`src/rtl/spi_pkg.sv`:
```
// rtl/spi_pkg.sv - shared constants and state type for the SPI responder
package spi_pkg;
  localparam int SPI_BYTE_W = 8;

  typedef enum logic [1:0] {
    WAIT_HI,
    IDLE,
    SHIFT
  } spi_resp_state_t;
endpackage

```
`src/rtl/spi_sync.sv`:
```
// rtl/spi_sync.sv - single-bit multi-stage synchroniser with selectable reset value
module spi_sync #(
  parameter int   SYNC_STAGES = 2,
  parameter logic RESET_VAL   = 1'b0
) (
  input  logic clk,
  input  logic rst,
  input  logic d_i,
  output logic q_o
);
  logic [SYNC_STAGES-1:0] sync_q;

  always_ff @(posedge clk) begin
    if (rst) begin
      sync_q <= {SYNC_STAGES{RESET_VAL}};
    end else begin
      sync_q <= {sync_q[SYNC_STAGES-2:0], d_i};
    end
  end

  assign q_o = sync_q[SYNC_STAGES-1];
endmodule

```
`src/rtl/spi_responder.sv`:
```
// rtl/spi_responder.sv - SPI mode-0 target: oversampled pins, byte handshake to user logic
module spi_responder
  import spi_pkg::*;
#(
  parameter int   SYNC_STAGES = 2,
  parameter logic IDLE_MISO   = 1'b1
) (
  input  logic                  clk,
  input  logic                  rst,
  input  logic                  sclk,
  input  logic                  cs_n,
  input  logic                  mosi,
  output logic                  miso,
  output logic                  miso_oe,
  input  logic [SPI_BYTE_W-1:0] tx_data,
  output logic                  tx_load,
  output logic [SPI_BYTE_W-1:0] rx_data,
  output logic                  rx_valid,
  output logic [15:0]           byte_cnt,
  output logic                  frame_end,
  output logic                  partial
);
  // cs_n synchroniser resets high, so its output is only trusted once this many cycles have passed
  localparam logic [7:0] SETTLE = 8'(SYNC_STAGES);

  logic sclk_s, cs_s, mosi_s;
  logic sclk_prev_q, cs_prev_q;
  logic sclk_rise, sclk_fall, cs_fall, cs_rise;

  spi_sync #(.SYNC_STAGES(SYNC_STAGES), .RESET_VAL(1'b0)) u_sync_sclk (.clk(clk), .rst(rst), .d_i(sclk), .q_o(sclk_s));
  spi_sync #(.SYNC_STAGES(SYNC_STAGES), .RESET_VAL(1'b1)) u_sync_cs   (.clk(clk), .rst(rst), .d_i(cs_n), .q_o(cs_s));
  spi_sync #(.SYNC_STAGES(SYNC_STAGES), .RESET_VAL(1'b0)) u_sync_mosi (.clk(clk), .rst(rst), .d_i(mosi), .q_o(mosi_s));

  assign sclk_rise = sclk_s & ~sclk_prev_q;
  assign sclk_fall = ~sclk_s & sclk_prev_q;
  assign cs_fall   = ~cs_s & cs_prev_q;
  assign cs_rise   = cs_s & ~cs_prev_q;

  spi_resp_state_t       state_q, state_d;
  logic [SPI_BYTE_W-1:0] tx_sr_q, tx_sr_d;
  logic [SPI_BYTE_W-2:0] rx_sr_q, rx_sr_d;
  logic [2:0]            bit_cnt_q, bit_cnt_d;
  logic                  reload_q, reload_d;
  logic [SPI_BYTE_W-1:0] rx_data_q, rx_data_d;
  logic                  rx_valid_q, rx_valid_d;
  logic                  tx_load_q, tx_load_d;
  logic [15:0]           byte_cnt_q, byte_cnt_d;
  logic                  frame_end_q, frame_end_d;
  logic                  partial_q, partial_d;
  logic [7:0]            settle_q, settle_d;

  always_ff @(posedge clk) begin
    if (rst) begin
      sclk_prev_q <= 1'b0;
      cs_prev_q   <= 1'b1;
      state_q     <= WAIT_HI;
      tx_sr_q     <= '0;
      rx_sr_q     <= '0;
      bit_cnt_q   <= '0;
      reload_q    <= 1'b0;
      rx_data_q   <= '0;
      rx_valid_q  <= 1'b0;
      tx_load_q   <= 1'b0;
      byte_cnt_q  <= '0;
      frame_end_q <= 1'b0;
      partial_q   <= 1'b0;
      settle_q    <= '0;
    end else begin
      sclk_prev_q <= sclk_s;
      cs_prev_q   <= cs_s;
      state_q     <= state_d;
      tx_sr_q     <= tx_sr_d;
      rx_sr_q     <= rx_sr_d;
      bit_cnt_q   <= bit_cnt_d;
      reload_q    <= reload_d;
      rx_data_q   <= rx_data_d;
      rx_valid_q  <= rx_valid_d;
      tx_load_q   <= tx_load_d;
      byte_cnt_q  <= byte_cnt_d;
      frame_end_q <= frame_end_d;
      partial_q   <= partial_d;
      settle_q    <= settle_d;
    end
  end

  always_comb begin
    state_d     = state_q;
    tx_sr_d     = tx_sr_q;
    rx_sr_d     = rx_sr_q;
    bit_cnt_d   = bit_cnt_q;
    reload_d    = reload_q;
    rx_data_d   = rx_data_q;
    byte_cnt_d  = byte_cnt_q;
    settle_d    = settle_q;
    rx_valid_d  = 1'b0;
    tx_load_d   = 1'b0;
    frame_end_d = 1'b0;
    partial_d   = 1'b0;
    miso        = IDLE_MISO;
    miso_oe     = 1'b0;

    case (state_q)
      WAIT_HI: begin
        bit_cnt_d = '0;
        if (settle_q != SETTLE) begin
          settle_d = settle_q + 8'd1;
        end else if (cs_s) begin
          state_d = IDLE;
        end
      end
      IDLE: begin
        bit_cnt_d = '0;
        reload_d  = 1'b0;
        if (cs_fall) begin
          tx_sr_d    = tx_data;
          tx_load_d  = 1'b1;
          byte_cnt_d = '0;
          state_d    = SHIFT;
        end
      end
      SHIFT: begin
        miso    = tx_sr_q[SPI_BYTE_W-1];
        miso_oe = 1'b1;
        // deselect takes priority over any sclk edge seen in the same cycle
        if (cs_rise) begin
          state_d     = IDLE;
          frame_end_d = 1'b1;
          partial_d   = (bit_cnt_q != 3'd0);
        end else if (sclk_rise) begin
          rx_sr_d = {rx_sr_q[SPI_BYTE_W-3:0], mosi_s};
          if (bit_cnt_q == 3'd7) begin
            rx_data_d  = {rx_sr_q, mosi_s};
            rx_valid_d = 1'b1;
            bit_cnt_d  = '0;
            reload_d   = 1'b1;
            if (byte_cnt_q != 16'hFFFF) begin
              byte_cnt_d = byte_cnt_q + 16'd1;
            end
          end else begin
            bit_cnt_d = bit_cnt_q + 3'd1;
          end
        end else if (sclk_fall) begin
          if (reload_q) begin
            tx_sr_d   = tx_data;
            tx_load_d = 1'b1;
            reload_d  = 1'b0;
          end else begin
            tx_sr_d = {tx_sr_q[SPI_BYTE_W-2:0], 1'b0};
          end
        end
      end
      default: state_d = WAIT_HI;
    endcase
  end

  assign tx_load   = tx_load_q;
  assign rx_data   = rx_data_q;
  assign rx_valid  = rx_valid_q;
  assign byte_cnt  = byte_cnt_q;
  assign frame_end = frame_end_q;
  assign partial   = partial_q;
endmodule
```
`config.mk`:
```
export PLATFORM = sky130hd
export DESIGN_NAME = spi_responder
export DESIGN_NICKNAME = d
export VERILOG_FILES = /design/src/rtl/spi_pkg.sv /design/src/rtl/spi_sync.sv /design/src/rtl/spi_responder.sv
export SDC_FILE = /design/constraint.sdc
export NUM_CORES = 1
export LEC_CHECK = 0
export ABC_AREA = 0
export CORE_ASPECT_RATIO = 0.8
export CORE_MARGIN = 10
export CORE_UTILIZATION = 43
export CTS_CLUSTER_SIZE = 25
export DETAILED_ROUTE_END_ITERATION = 12
export PLACE_DENSITY = 0.66
export SKIP_LAST_GASP = 1
export SLEW_MARGIN = 20
export SYNTH_ARGS = -nofsm -noshare
export SYNTH_HDL_FRONTEND = slang
export SYNTH_HIERARCHICAL = 1
export SYNTH_SLANG_ARGS = --single-unit
```
`constraint.sdc`:
```
create_clock -name clk -period 4.8 [get_ports clk]
set_input_delay 0.96 -clock clk [delete_from_list [all_inputs] [get_ports clk]]
set_output_delay 0.96 -clock clk [all_outputs]
set_load 0.005 [all_outputs]
```
---- Word-level counts from Yosys, hierarchy flattened ----
Cells that the tools add are included.
storage, ports and cells
  register bits after elaboration ......... 65
  input port bits ......................... 13
  word-level logic and storage cells ...... 100
  output and inout port bits .............. 30
operators by class
  bitwise gates (word level) .............. 11
  $add $sub $neg .......................... 3
  muxes and demuxes ....................... 36
  eq/ne operators ......................... 17
  reductions and logical operators ........ 16
operators with widths
  cell                                           count
  2-to-1 mux 16 bit                              5
  2-to-1 mux 8 bit                               5
  case mux 16 bit (2 select lines)               1
  != test 2 bit, second input constant           9
  adder 16 x 1 -> 16 bit, second input constant  1
  != test 16 bit, second input constant          1
  case mux 8 bit (2 select lines)                1
  2-to-1 mux 1 bit                               13
  AND reduction 4 bit                            3
  2-to-1 mux 3 bit                               3
  adder 8 x 1 -> 8 bit, second input constant    1
  2-to-1 mux 2 bit                               4
  != test 8 x 2 -> 1 bit, second input constant  1
  NOT 1 bit                                      7
  != test 3 bit, second input constant           2
  case mux 2 bit (3 select lines)                1
  case mux 3 bit (2 select lines)                1
  AND reduction 3 bit                            2
  AND reduction 6 bit                            1
  AND reduction 5 bit                            1
  AND 1 bit                                      4
  case mux 1 bit (2 select lines)                2
  nonzero test 2 bit                             2
  OR reduction 2 bit                             2
  10 further kinds                               10

---- Logic depth before layout (Yosys ltp) ----
Gate-level depths: netlist of the first run.
  depth after elaboration ................. 6
  mapped depth ............................ 9
  mapped depth without buffers ............ 7

---- Modules after synthesis ----
The synthesis of the first run kept the hierarchy.
by module, submodules not included
  module         cells an instance  instances  area an instance (µm²)  seq. area each (µm²)
  spi_responder  326                1          2788.9                  1181.1
  spi_sync       4                  3          52.6                    40.0

---- Worst setup path before layout of the first run ----
OpenSTA, ideal clock, no wires.
  path type ............................... flip-flop to output port
  start ................................... register state_q[0]
  end ..................................... output port miso
  arrival ................................. 0.962 ns
  required time ........................... 3.840 ns
  path buffers ............................ 1
  path slack .............................. 2.878 ns
  stages on the path, launching flop included .. 5
  path through ............................ dfxtp_1 -> inv_1 -> ha_1 -> buf_2 -> nand2b_1
between the ends
  cells in the longest elaborated chain, start to end .. 2
RTL lines
  element                 RTL line              source
  from (decl)             spi_responder.sv:39   spi_resp_state_t state_q, state_d;
  from (signal assigned)  spi_responder.sv:71   state_q <= state_d;
  == test 2 bit           spi_responder.sv:102  case (state_q)
  2-to-1 mux 1 bit        spi_responder.sv:102
  to (decl)               spi_responder.sv:13   output logic miso,
Every way passes these cells.

---- Final worst setup path of the first run ----
  start ................................... register state_q[0]
  end ..................................... output port miso_oe
between the ends
  cells in the longest elaborated chain, start to end .. 2
RTL lines
  element           RTL line              source
  == test 2 bit     spi_responder.sv:102
  2-to-1 mux 1 bit  spi_responder.sv:102
  to (decl)         spi_responder.sv:14   output logic miso_oe,
Every way passes these cells.

==> results of run 1 <==
==> worst reg2reg max path, stage by stage, from the launching register on <==
cell and delay (ns):
dfxtp_1 0.38, ha_1 0.17, ha_1 0.49, a21boi_0 0.19, o31ai_1 0.22, o2bb2ai_1 0.21, a2bb2oi_2 0.59, o221ai_1 0.19
==> synth_stat cells, types with 2 or more instances <==
master / number / share of area (%)
a21oi_1: 28 / 4.8
xnor2_1: 2 / 0.59
o21ai_0: 6 / 1.0
nor3b_1: 2 / 0.51
nand3_1: 20 / 3.4
mux2_2: 7 / 2.7
mux2i_1: 7 / 2.4
dfxtp_1: 65 / 44
and3_1: 4 / 0.85
a41oi_1: 5 / 1.5
nand2b_1: 5 / 1.1
a31oi_1: 18 / 3.8
or2_1: 2 / 0.42
xor2_1: 5 / 1.5
nand2_1: 48 / 6.1
nand4_1: 5 / 1.1
nor2_1: 30 / 3.8
and4_1: 3 / 0.89
clkbuf_1: 8 / 1.0
inv_1: 14 / 1.8
nor4_1: 2 / 0.42
buf_2: 4 / 0.68
a21boi_0: 2 / 0.51
nor2b_1: 6 / 1.3
ha_1: 11 / 4.7
nor3_1: 2 / 0.34
==> per-layer routing <==
metal / routed length (um) / up-vias
met3: 318 / 2
li1: - / 1268
met1: 2930 / 1116
met5: 0 / -
met4: 46 / 0
met2: 2850 / 39
==> layout make-up <==
| class | instances | area share [%] |
|---|---|---|
| clock buffer | 13 | 4.97 |
| clock inverter | 2 | 0.972 |
| inverter | 14 | 1.46 |
| multi-input combinational | 243 | 42.0 |
| sequential | 65 | 36.1 |
| tap | 84 | 2.92 |
| timing repair buffer | 42 | 11.5 |
==> where the power goes <==
group	leakage [nW]	switching [mW]	total, mW	internal, mW
logic	0.671	0.111	0.197	0.0866
clock network	0.112	0.193	0.486	0.293
registers	0.526	0.0231	0.592	0.569
total	1.31	0.327	1.28	0.949
==> worst max-delay path by stage <==
stage	from	endpoint	slack (ns)	depth (start not counted)
detailed placement	rst	byte_cnt[9]	1.98	4
global placement	rst	byte_cnt[9]	2.06	4
global route	state_q[0]	miso_oe	1.80	3
floorplan	state_q[0]	miso	2.88	4
CTS	state_q[0]	miso_oe	1.91	3
finish	state_q[0]	miso_oe	1.95	3
==> state kept, by name, summed over array words and instances, names as in the netlist, 2 cells and up <==
register,flops
u_sync_mosi/sync_q,2
u_sync_sclk/sync_q,2
tx_sr_q,8
byte_cnt,16
settle_q,8
rx_sr_q,7
bit_cnt_q,3
u_sync_cs/sync_q,2
rx_data,8
state_q,2
==> through the flow <==
step	area [sq um]	power (mW)	util (%)	instances
6_report	3600	1.28	55.4	463
5_1_grt	3600	1.35	55.4	463
4_1_cts	3600	1.30	55.4	463
3_5_place_dp	3390	0.803	52.1	448
3_3_place_gp	3390	0.798	52.1	448
2_1_floorplan	2950	0.754	-	338
==> cells by family (layout without fill, tap and decap cells) <==
group / after synthesis / in the layout / share of synthesized area [%]
and+or+nand+nor: 140 / 140 / 24.5
AOI/OAI and AO/OA: 71 / 71 / 15.1
DFF: 65 / 65 / 44.2
buffers and inverters: 30 / 71 / 4.42
muxes: 14 / 14 / 5.05
adders and majority gates: 11 / 11 / 4.67
xor gates and xnor gates: 7 / 7 / 2.08
==> results.txt, run 1 <==
Fraction of layout cells with a size suffix above 1 - 7.92%
Die Wd - 113 um
Antenna violations before repair - 0
Worst Tran Pin Value - 0.979 ns
Slew Viols, Final - 0
Lkg Pwr - 1.31 nW
Fmax - 351 MHz
Multi-input logic area - 0.00152 sq mm
CTS tree - done
Post-layout net count - 399
Worst Hold End - u_sync_cs/sync_q[1]
Post-route DRC violation count - 0
Status - complete, no violations
Ys Warns - 6
Port Buffers - 42
GRT met3 Usage - 4.92%
Initial Util - 45.3%
Crit end category - primary output
Slew Limit Headroom - 34.7%
HP Start - u_sync_cs/sync_q[0]
Met1 global-route usage - 13.8%
Setup repair bufs after CTS - 0
Ant diodes - 0
Min cycle time layout - 2.85 ns
Die Ht - 94.0 um
Max clock buf depth - 2
Mapped cell area - 0.00295 sq mm
Post-cts sizing count - 0
Crit path launch type - register
Pin count of the biggest net entering global routing - 57
Critical R2R Launch - bit_cnt_q[0]
Max-cap violations - 0
Antenna-violating nets left - 0
FF/Latch Area - 0.00130 sq mm
Worst path cell trace - inv_1 -> ha_1 -> clkdlybuf4s50_1
Filler cells - 645
Clk sinks - 65
I/O pin cnt - 43
Hold depth - 1
Total GRT Usage - 12.3%
Clock Root Buffer - clkbuf_8
CP max FO - 17
Number of flops mapped to enable cells by yosys - 0
Detailed Place HPWL - 4290 um
Post-Synthesis Cells - 338
Final hold vios - 0
Total length of routed wires - 6150 um
Core Region - 0.00651 sq mm
Clock Skew - 0.00913 ns
Crit path max-delay family - buffers and inverters
Drt first pass iters - 4
Setup TNS - 0 ns
Most frequent cells in the layout - dfxtp_1 (65), nand2_1 (48), clkdlybuf4s50_1 (41)
CP Buf/Inv Count - 2
Clk slew on worst S/H paths - 0.07 ns
Critical Path RT - 3.84 ns
Fin worst setup slack - 1.95 ns
Met2 Usage GRT - 20.5%
Asr flop ratio synth - 0%
Crit-path slowest cell - clkdlybuf4s50_1
Total global routing overflow - 0
WHS - 0.407 ns
Worst vdd ir - 0.000272 V
Period utilization - 59.4%
Clock Latency Late Sink - 0.33 ns
Power per Cell Area - 354 mW/mm^2
Layout area overhead - 22.3%
Post-synth net total - 362
FF-to-FF End - byte_cnt[9]
Die area - 0.0106 sq mm
Drt first-iter violations - 153
CTS buffer count - 9
Commonest non-fill, non-tap cell in the layout - dfxtp_1
Ys flop type - dfxtp_1
R2R cell count - 7
Routability congestion estimate - 0.780
WP data arrival - 1.89 ns
CTS Hold Bufs - 0
Crit path kind - register to primary output
Row Count - 26
RSZ-0062 raised after global routing - false
Yosys cell types - 53
Crit path largest cell delay - 0.62 ns
Clock H-tree levels - 3
Final setup violation count - 0
R2R Setup Slk - 2.22 ns
Yosys reg bits - 65
Drt wl/cell - 13.3 um
Hold WC Path Type - register to register
Number of global-route vias before repair - 2413
Sequential-to-total area share from yosys stat - 44.2%
Vias per std cell - 5.24
Post-Place Setup Slack - 1.98 ns
DR vias - 2425
Busiest grt layer - met2
Synth Area per Inst - 8.72 sq um
First-pass GRT wire length - 11000 um
No activity file was read; power rests on OpenSTA's default activity.
==> run 2, diff against run 1 <==
==> constraint.sdc (replaced) <==
create_clock -name clk -period 2.85 [get_ports clk]
set_input_delay 0.57 -clock clk [delete_from_list [all_inputs] [get_ports clk]]
set_output_delay 0.57 -clock clk [all_outputs]
set_load 0.005 [all_outputs]
==> run 2 against run 1 <==
Worst hold slack got worse by 0.0045 ns. Die area unchanged. Critical endpoint unchanged. Combinational power increased by 72%. Non-clock buffer count increased by 6. Power increased by 68%. Sequential share of layout area decreased by 0.38 points. Setup slack got worse by 1.5 ns. Sequential power increased by 69%.
==> results.txt, run 2 (synthesized netlist as in run 1, its figures left out) <==
Status - complete, no violations (unchanged)
Placed Cells - 454 (was 448)
Clock H-tree levels - 3 (unchanged)
Critical Path RT - 2.28 ns (was 3.84 ns)
Worst Tran Pin Value - 0.566 ns (was 0.979 ns)
Sw Share - 26.3% (was 25.6%)
Power per Cell Area - 590 mW/mm^2 (was 354 mW/mm^2)
Port Buffers - 42 (unchanged)
Detailed Place HPWL - 4400 um (was 4290 um)
Clk slew on worst S/H paths - 0.07 ns (about the same)
Max-cap violations - 0 (unchanged)
Ant diodes - 0 (unchanged)
HP Start - u_sync_cs/sync_q[0] (unchanged)
Number of global-route vias before repair - 2454 (was 2413)
Slew Limit Headroom - 62.2% (was 34.7%)
Layout area overhead - 23.6% (was 22.3%)
Filler cells - 630 (was 645)
Clock Root Buffer - clkbuf_8 (unchanged)
Total global routing overflow - 0 (unchanged)
Final setup violation count - 0 (unchanged)
Crit end category - primary output (unchanged)
RSZ-0062 raised after global routing - false (unchanged)
Post-layout net count - 405 (was 399)
CTS tree - done (unchanged)
Commonest non-fill, non-tap cell in the layout - dfxtp_1 (unchanged)
Critical R2R Launch - state_q[0] (was bit_cnt_q[0])
Die area - 0.0106 sq mm (unchanged)
Vias per std cell - 5.31 (was 5.24)
Die Ht - 94.0 um (unchanged)
Final hold vios - 0 (unchanged)
Setup TNS - 0 ns (unchanged)
CTS buffer count - 9 (unchanged)
Antenna-violating nets left - 0 (unchanged)
Die Wd - 113 um (unchanged)
Setup repair bufs after CTS - 0 (unchanged)
WP data arrival - 1.87 ns (was 1.89 ns)
Clock Latency Late Sink - 0.34 ns (was 0.33 ns)
Clock Skew - 0.0123 ns (was 0.00913 ns)
Pin count of the biggest net entering global routing - 34 (was 57)
Crit path kind - register to primary output (unchanged)
Post-route DRC violation count - 0 (unchanged)
Most frequent cells in the layout - dfxtp_1 (65), nand2_1 (48), clkdlybuf4s50_1 (41) (unchanged)
Antenna violations before repair - 0 (unchanged)
FF-to-FF End - byte_cnt[9] (unchanged)
Fraction of layout cells with a size suffix above 1 - 9.07% (was 7.92%)
Drt first-iter violations - 141 (was 153)
CTS Hold Bufs - 0 (unchanged)
Initial Util - 45.3% (unchanged)
Hold WC Path Type - register to register (unchanged)
Total GRT Usage - 12.3% (about the same)
Routability congestion estimate - 0.812 (was 0.780)
Row Count - 26 (unchanged)
First-pass GRT wire length - 11000 um (about the same)
Total length of routed wires - 6350 um (was 6150 um)
Switching pwr - 0.566 mW (was 0.327 mW)
R2R Setup Slk - 0.74 ns (was 2.22 ns)
CP max FO - 17 (unchanged)
Pint - 1.58 mW (was 0.949 mW)
Fmax - 410 MHz
I/O pin cnt - 43 (unchanged)
Post-cts sizing count - 0 (unchanged)
Worst vdd ir - 0.000318 V (was 0.000272 V)
Share of power burned in the clock network - 37.8% (was 38.1%)
Lkg Pwr - 1.34 nW (was 1.31 nW)
Worst Hold End - u_sync_cs/sync_q[1] (unchanged)
Period utilization - 85.5%
Clk sinks - 65 (unchanged)
Sequential share of power - 46.5% (was 46.4%)
Max reg flops - 16 (unchanged)
Core Region - 0.00651 sq mm (unchanged)
Logic pwr share - 15.8% (was 15.5%)
DR vias - 2496 (was 2425)
Drt first pass iters - 4 (unchanged)
R2R cell count - 8 (was 7)
Drt wl/cell - 13.5 um (was 13.3 um)
Fin cells - 470 (was 463)
Slew Viols, Final - 0 (unchanged)
Max clock buf depth - 2 (unchanged)
Hold depth - 1 (unchanged)
Crit path launch type - register (unchanged)
Min cycle time layout - 2.44 ns
-- run 2: worst max-delay path by stage --
stage	startpoint	to	slack (ns)	cells past startpoint
after detailed placement	state_q[0]	byte_cnt[10]	0.73	7
after global placement	state_q[0]	miso_oe	0.78	3
after CTS	state_q[0]	miso_oe	0.37	3
final	state_q[0]	miso_oe	0.41	3
after global routing	state_q[0]	miso_oe	0.25	3
after floorplan	bit_cnt_q[0]	byte_cnt[12]	0.98	8
-- run 2: metrics by stage --
step,area (sq um),power [mW],setup slack (ns),utilization (%),hold slack (ns)
2_1_floorplan,2950,1.27,0.978,-,0.383
3_3_place_gp,3430,1.35,0.777,52.8,0.387
3_5_place_dp,3430,1.36,0.726,52.8,0.387
4_1_cts,3640,2.18,0.371,56.0,0.404
5_1_grt,3640,2.27,0.254,56.0,0.431
6_report,3640,2.15,0.413,56.0,0.403
-- run 2: layout make-up --
cell class | instances | area, sq um | share of cell area (%)
Clock buffer | 14 | 173 | 4.74
Clock inverter | 2 | 35.0 | 0.962
Inverter | 14 | 52.6 | 1.44
Multi-Input combinational cell | 243 | 1520 | 41.6
Sequential cell | 65 | 1300 | 35.7
Tap cell | 84 | 105 | 2.89
Timing Repair Buffer | 48 | 460 | 12.6
-- run 2: worst max-delay path, cell delays in order (launching register included) --
cell and delay, ns:
dfxtp_1 0.32, inv_1 0.08, ha_1 0.52, clkdlybuf4s50_1 0.61
-- run 2: power by group through the flow --
stage / logic (mW) / clock network, mW / registers, mW
CTS: 0.343 / 0.839 / 0.998
finish: 0.339 / 0.811 / 0.998
floorplan: 0.262 / 0 / 1.01
global route: 0.383 / 0.880 / 1.00
detailed placement: 0.340 / 0 / 1.02
global placement: 0.332 / 0 / 1.02
-- run 2: per-layer routing --
metal	vias up	wire, um	global-route usage [%]
met4	0	84	5.27
li1	1276	-	-
met1	1172	3050	14.5
met3	10	332	4.79
met2	38	2890	19.6
met5	-	0	0
